--- src/rtl/base_pkg.sv ---
// rtl/base_pkg.sv - shared types and helpers for the round-robin mux
package base_pkg;

    localparam int max_ways = 16;

    typedef enum logic {
        UNLOCKED = 1'b0,
        LOCKED   = 1'b1
    } lock_state_t;

    // Width of a source index; never below one bit.
    function automatic int sel_bits(input int ways);
        return (ways > 2) ? $clog2(ways) : 1;
    endfunction

    // First requester at or after ptr, wrapping. Unused upper request bits
    // are zero, so scanning modulo max_ways visits sources in the same order
    // as scanning modulo the real source count.
    function automatic logic [max_ways-1:0] rr_pick(
        input logic [max_ways-1:0] req,
        input logic [3:0]          ptr
    );
        logic [max_ways-1:0] gnt;
        logic                found;
        logic [3:0]          idx;
        gnt   = '0;
        found = 1'b0;
        for (int j = 0; j < max_ways; j++) begin
            idx = ptr + 4'(j);
            if (!found && req[idx]) begin
                gnt[idx] = 1'b1;
                found    = 1'b1;
            end
        end
        return gnt;
    endfunction

endpackage

--- src/rtl/base_alatch.sv ---
// rtl/base_alatch.sv - one-deep registered valid/ready stage
module base_alatch #(
    parameter int width = 1
) (
    input  logic             clk,
    input  logic             reset,
    input  logic             i_v,
    output logic             i_r,
    input  logic [width-1:0] i_d,
    output logic             o_v,
    input  logic             o_r,
    output logic [width-1:0] o_d
);

    logic             r_v;
    logic [width-1:0] r_d;

    // Accept whenever empty or draining this cycle, so load and drain overlap.
    assign i_r = ~r_v | o_r;
    assign o_v = r_v;
    assign o_d = r_d;

    // Holding register: load on handshake, clear once drained with no refill.
    always_ff @(posedge clk) begin
        if (reset) begin
            r_v <= 1'b0;
            r_d <= '0;
        end else if (i_v && i_r) begin
            r_v <= 1'b1;
            r_d <= i_d;
        end else if (o_r) begin
            r_v <= 1'b0;
        end
    end

endmodule

--- src/rtl/base_rrmux.sv ---
// rtl/base_rrmux.sv - packet-aware round-robin arbiter and stream mux
module base_rrmux
    import base_pkg::*;
#(
    parameter int width     = 1,
    parameter int ways      = 2,
    parameter int sel_width = sel_bits(ways)
) (
    input  logic                  clk,
    input  logic                  reset,
    input  logic [0:ways-1]       i_v,
    output logic [0:ways-1]       i_r,
    input  logic [0:ways*width-1] i_d,
    input  logic [0:ways-1]       i_e,
    output logic                  o_v,
    input  logic                  o_r,
    output logic [0:width-1]      o_d,
    output logic                  o_e,
    output logic [0:sel_width-1]  o_s
);

    localparam int pay_width = width + 1 + sel_width;

    lock_state_t            r_state, w_state_nxt;
    logic [sel_width-1:0]   r_ptr, w_ptr_nxt;
    logic [sel_width-1:0]   r_lock_src, w_lock_src_nxt;
    logic [max_ways-1:0]    w_req, w_gnt;
    logic [sel_width-1:0]   w_win;
    logic [width-1:0]       w_win_d;
    logic                   w_win_e;
    logic                   w_ld, w_xfer;
    logic [pay_width-1:0]   w_pay_in, w_pay_out;

    // Candidate set: only the owning source while a packet is open.
    always_comb begin
        w_req = '0;
        if (r_state == LOCKED) begin
            w_req[r_lock_src] = i_v[r_lock_src];
        end else begin
            for (int k = 0; k < ways; k++) w_req[k] = i_v[k];
        end
        w_gnt = rr_pick(w_req, 4'(r_ptr));
    end

    // Encode the winner and steer its beat toward the output stage.
    always_comb begin
        w_win   = '0;
        w_win_d = '0;
        w_win_e = 1'b0;
        for (int k = 0; k < max_ways; k++) begin
            if (w_gnt[k]) w_win = sel_width'(k);
        end
        for (int k = 0; k < ways; k++) begin
            if (w_gnt[k]) begin
                w_win_d = i_d[k*width +: width];
                w_win_e = i_e[k];
            end
        end
    end

    // Ready only to the winner, only when the output stage can take a beat.
    always_comb begin
        i_r = '0;
        for (int k = 0; k < ways; k++) i_r[k] = w_gnt[k] & w_ld & ~reset;
    end

    assign w_xfer   = |(i_v & i_r);
    assign w_pay_in = {w_win_d, w_win_e, w_win};
    assign {o_d, o_e, o_s} = w_pay_out;

    // Lock and pointer update: end-of-packet releases the lock and rotates.
    always_comb begin
        w_state_nxt    = r_state;
        w_ptr_nxt      = r_ptr;
        w_lock_src_nxt = r_lock_src;
        if (w_xfer) begin
            if (w_win_e) begin
                w_state_nxt = UNLOCKED;
                w_ptr_nxt   = (w_win == sel_width'(ways - 1)) ? '0 : w_win + sel_width'(1);
            end else begin
                w_state_nxt    = LOCKED;
                w_lock_src_nxt = w_win;
            end
        end
    end

    // Arbitration state registers.
    always_ff @(posedge clk) begin
        if (reset) begin
            r_state    <= UNLOCKED;
            r_ptr      <= '0;
            r_lock_src <= '0;
        end else begin
            r_state    <= w_state_nxt;
            r_ptr      <= w_ptr_nxt;
            r_lock_src <= w_lock_src_nxt;
        end
    end

    base_alatch #(
        .width (pay_width)
    ) u_out (
        .clk   (clk),
        .reset (reset),
        .i_v   (w_xfer),
        .i_r   (w_ld),
        .i_d   (w_pay_in),
        .o_v   (o_v),
        .o_r   (o_r),
        .o_d   (w_pay_out)
    );

endmodule

--- config.mk ---
export PLATFORM = sky130hd
export DESIGN_NAME = base_rrmux
export DESIGN_NICKNAME = d
export VERILOG_FILES = /design/src/rtl/base_pkg.sv /design/src/rtl/base_alatch.sv /design/src/rtl/base_rrmux.sv
export SDC_FILE = /design/constraint.sdc
export NUM_CORES = 1
export LEC_CHECK = 0
export CAP_MARGIN = 20
export CORE_AREA = 2 2 39 41
export DETAILED_ROUTE_END_ITERATION = 6
export DIE_AREA = 0 0 41 43
export MAX_ROUTING_LAYER = met4
export PLACE_DENSITY_LB_ADDON = 0.12
export RECOVER_POWER = 50
export SETUP_SLACK_MARGIN = 0.5
export SLEW_MARGIN = 40
export SYNTH_ARGS = -nofsm -noshare
export SYNTH_HDL_FRONTEND = slang
export SYNTH_SLANG_ARGS = --single-unit
--- constraint.sdc ---
create_clock -name clk -period 1.69 [get_ports clk]
set_clock_uncertainty 0.05 [all_clocks]
set_input_delay 0.169 -clock clk [delete_from_list [all_inputs] [get_ports clk]]
set_output_delay 0.169 -clock clk [all_outputs]
set_load 0.05 [all_outputs]
==> impl_metrics.py <==
metrics = {
    "outcome": {
        "outcome": "completed",
    },
    "yosys": {
        "synth_cells": 44,
        "yosys-top-cells-count": "dfxtp_1 (7), nor2_1 (7), nand2_1 (3), nor3_1 (3)",
        "synth_area_leaders": "dfxtp_1 (36%), nor2_1 (6.8%), nor3_1 (3.9%), a2111oi_2 (3.9%), a211oi_1 (3.9%)",
        "synth-edff-count": 0,
        "syn_nets": 53,
        "synth_top_area_share_pct": 36.2,
        "synthArstFlopShare_pct": 0,
        "syn_area_um2": 387,
        "synth_top_cell_by_area": "dfxtp_1",
        "yosysSeqAreaShare_pct": 36.2,
        "yosysWarnings": 0,
        "avgSynthCellArea_um2": 8.79,
        "yosysUniqueCellTypes": 24,
        "yosys_most_used_dff": "dfxtp_1",
        "ys_seq_elements": 7,
    },
    "placement": {
        "place_hpwl_um": 795,
        "gp_congestion": 0.813,
        "place_area_um2": 631,
        "pre_cts_slack_ps": -306,
        "io_buffers": 14,
        "placed_cells": 83,
    },
    "drt": {
        "drc_errors": 0,
        "vias_per_cell": 4.94,
        "totalWireLength_um": 1270,
        "drt.antenna.violating_nets": 0,
        "dr.pass1.iters": 3,
        "drt-met1-wl_um": 492,
        "num_vias": 464,
        "wl_per_cell_um": 13.5,
        "drtIter0Drc": 2,
        "wl_met3_um": 46,
        "met2WireLength_um": 726,
        "highest_layer": "met4",
    },
    "final_layout": {
        "syn2layout_area_growth_pct": 96.1,
        "n_antenna_cell": 0,
        "multi_input_area_um2": 278,
        "post-route-util_pct": 54.8,
        "nNetsFinal": 88,
        "area.sequential_um2": 149,
        "nFillCells": 144,
        "fin_area_um2": 758,
        "fin_cells": 94,
        "drive_gt1_share_pct": 47.4,
    },
    "floorplanning": {
        "core_area_um2": 1380,
        "io_pins": 15,
        "die_y_um": 43,
        "initial_core_util_pct": 27.9,
        "die_area_um2": 1760,
        "fp-row-count": 14,
        "die_w_um": 41,
    },
    "sta": {
        "tns_ps": 0,
        "period_minus_slack_ps": 1600,
        "finalHoldViolations": 0,
        "hold_ws_ps": 438,
        "final-setup-viol-count": 0,
        "finalCritPeriodShare_pct": 94.5,
        "layout_setup_ws_ps": 92.3,
        "slew_viol_final": 0,
        "fmax_ghz": 0.626,
        "worstMarginPinSlew_ps": 594,
        "maxSlewHeadroom_pct": 60.6,
        "grt_setup_unrepaired": "true",
    },
    "clocking": {
        "h-tree-depth": 1,
        "clk_path_buf_depth": 2,
        "path_clk_slew_ps": 50,
        "cts_tree": "built",
        "clkSinkCount": 7,
        "numCtsBuffers": 3,
        "ctsHoldBuffers": 0,
        "clk_latency_ps": 250,
        "cts_root_buf": "clkbuf_4",
    },
    "power_and_ir_drop": {
        "sw_frac_of_total_pct": 32.4,
        "p_seq_share_pct": 34.0,
        "power.density_nw_per_um2": 739,
        "power.internal_mw": 0.379,
        "p_sw_mw": 0.182,
        "finalPower_mw": 0.561,
        "combPwrFrac_pct": 39.5,
        "pwr-share-clk_pct": 26.5,
        "peakVddDrop_uv": 417,
        "p_leak_nw": 0.318,
    },
    "critical_path": {
        "crit_arrival_ps": 1700,
        "critPathMaxFanout": 2,
        "endpoint_kind": "flip-flop",
        "crit_required_ps": 1800,
        "critical_path_class": "flip-flop to flip-flop",
        "start_kind": "flip-flop",
    },
    "global_routing": {
        "grt_antenna_before_repair": 0,
        "grt_use_total_pct": 16.8,
        "grt_pass1_vias": 460,
        "grt_remaining_overflow": 0,
        "grt_pass1_wl_um": 1950,
        "grt_start_max_net_pins": 10,
    },
    "run": {
        "drv_cap": 0,
    },
    "hold_path": {
        "hold_class": "flip-flop to flip-flop",
    },
}
power by group through the flow:
stage               combinational (mW)  sequential, mW  clock, mW
floorplan                       0.0740           0.219          0
global placement                 0.184           0.193          0
detailed placement               0.184           0.193          0
CTS                              0.211           0.190      0.160
global route                     0.235           0.192      0.176
finish                           0.221           0.191      0.149
final timing paths:
kind,startpoint,end,slack [ps],depth (start not counted)
setup reg to reg,r_lock_src$_SDFFE_PP0P_,r_lock_src$_SDFFE_PP0P_,90,4
hold / removal,r_ptr$_SDFFE_PP0P_,r_ptr$_SDFFE_PP0P_,440,2
hold reg to reg,r_ptr$_SDFFE_PP0P_,r_ptr$_SDFFE_PP0P_,440,2
setup / recovery,r_lock_src$_SDFFE_PP0P_,r_lock_src$_SDFFE_PP0P_,90,4
sequential cells by signal, indices dropped and copies added (netlist names):
name        count
u_out.o_d       3
r_ptr           1
r_lock_src      1
r_state         1
u_out.o_v       1
per-layer routing:
metal	vias to the layer above	GRT usage (%)
met1	222	19.5
met4	0	8.00
li1	232	-
met2	8	26.6
met5	-	-
met3	2	3.14
cells in the final DEF, fill, tap and decap left out, types with 2 or more instances in the layout:
master           Yosys  routed
dfxtp_1              7       4
buf_6                0       5
nor3_1               3       3
inv_1                2       2
clkbuf_4             0       3
dlygate4sd2_1        0       3
buf_4                1      12
nor2_1               7       6
and2_4               1       2
buf_12               0       2
clkdlybuf4s50_1      0       5
clkbuf_1             0       5
nand2_1              3       3
dfxtp_4              0       2
nor3b_2              0       2
repair_timing:
action                                 CTS  global route
buffers inserted                         5             2
endpoints found under the hold margin    0             0
gates resized for setup                 15             6
setup endpoints to repair                9             9
pin swaps                                8             5
layout make-up:
class,count,area share [%]
multi-input combinational,34,36.6
timing repair buffer,31,36.6
sequential,7,19.6
clock buffer,4,3.47
tap,16,2.64
inverter,2,0.990
cell families (layout without fill, tap and decap cells):
kind of cell,after synthesis,after routing,synth area share (%)
AO/OA/AOI/OAI,10,10,23.3
buffers and inverters,3,37,3.88
flip-flops,7,7,36.2
multiplexers,1,1,2.59
AND/OR/NAND/NOR,23,23,34.0
critical path, cell delays in order (launching register included):
cell	delay (ps)
dfxtp_2	320
mux2i_1	140
a2111o_1	400
or3_4	390
a221oi_2	210
Note: power is estimated with default switching activity, not from simulation.
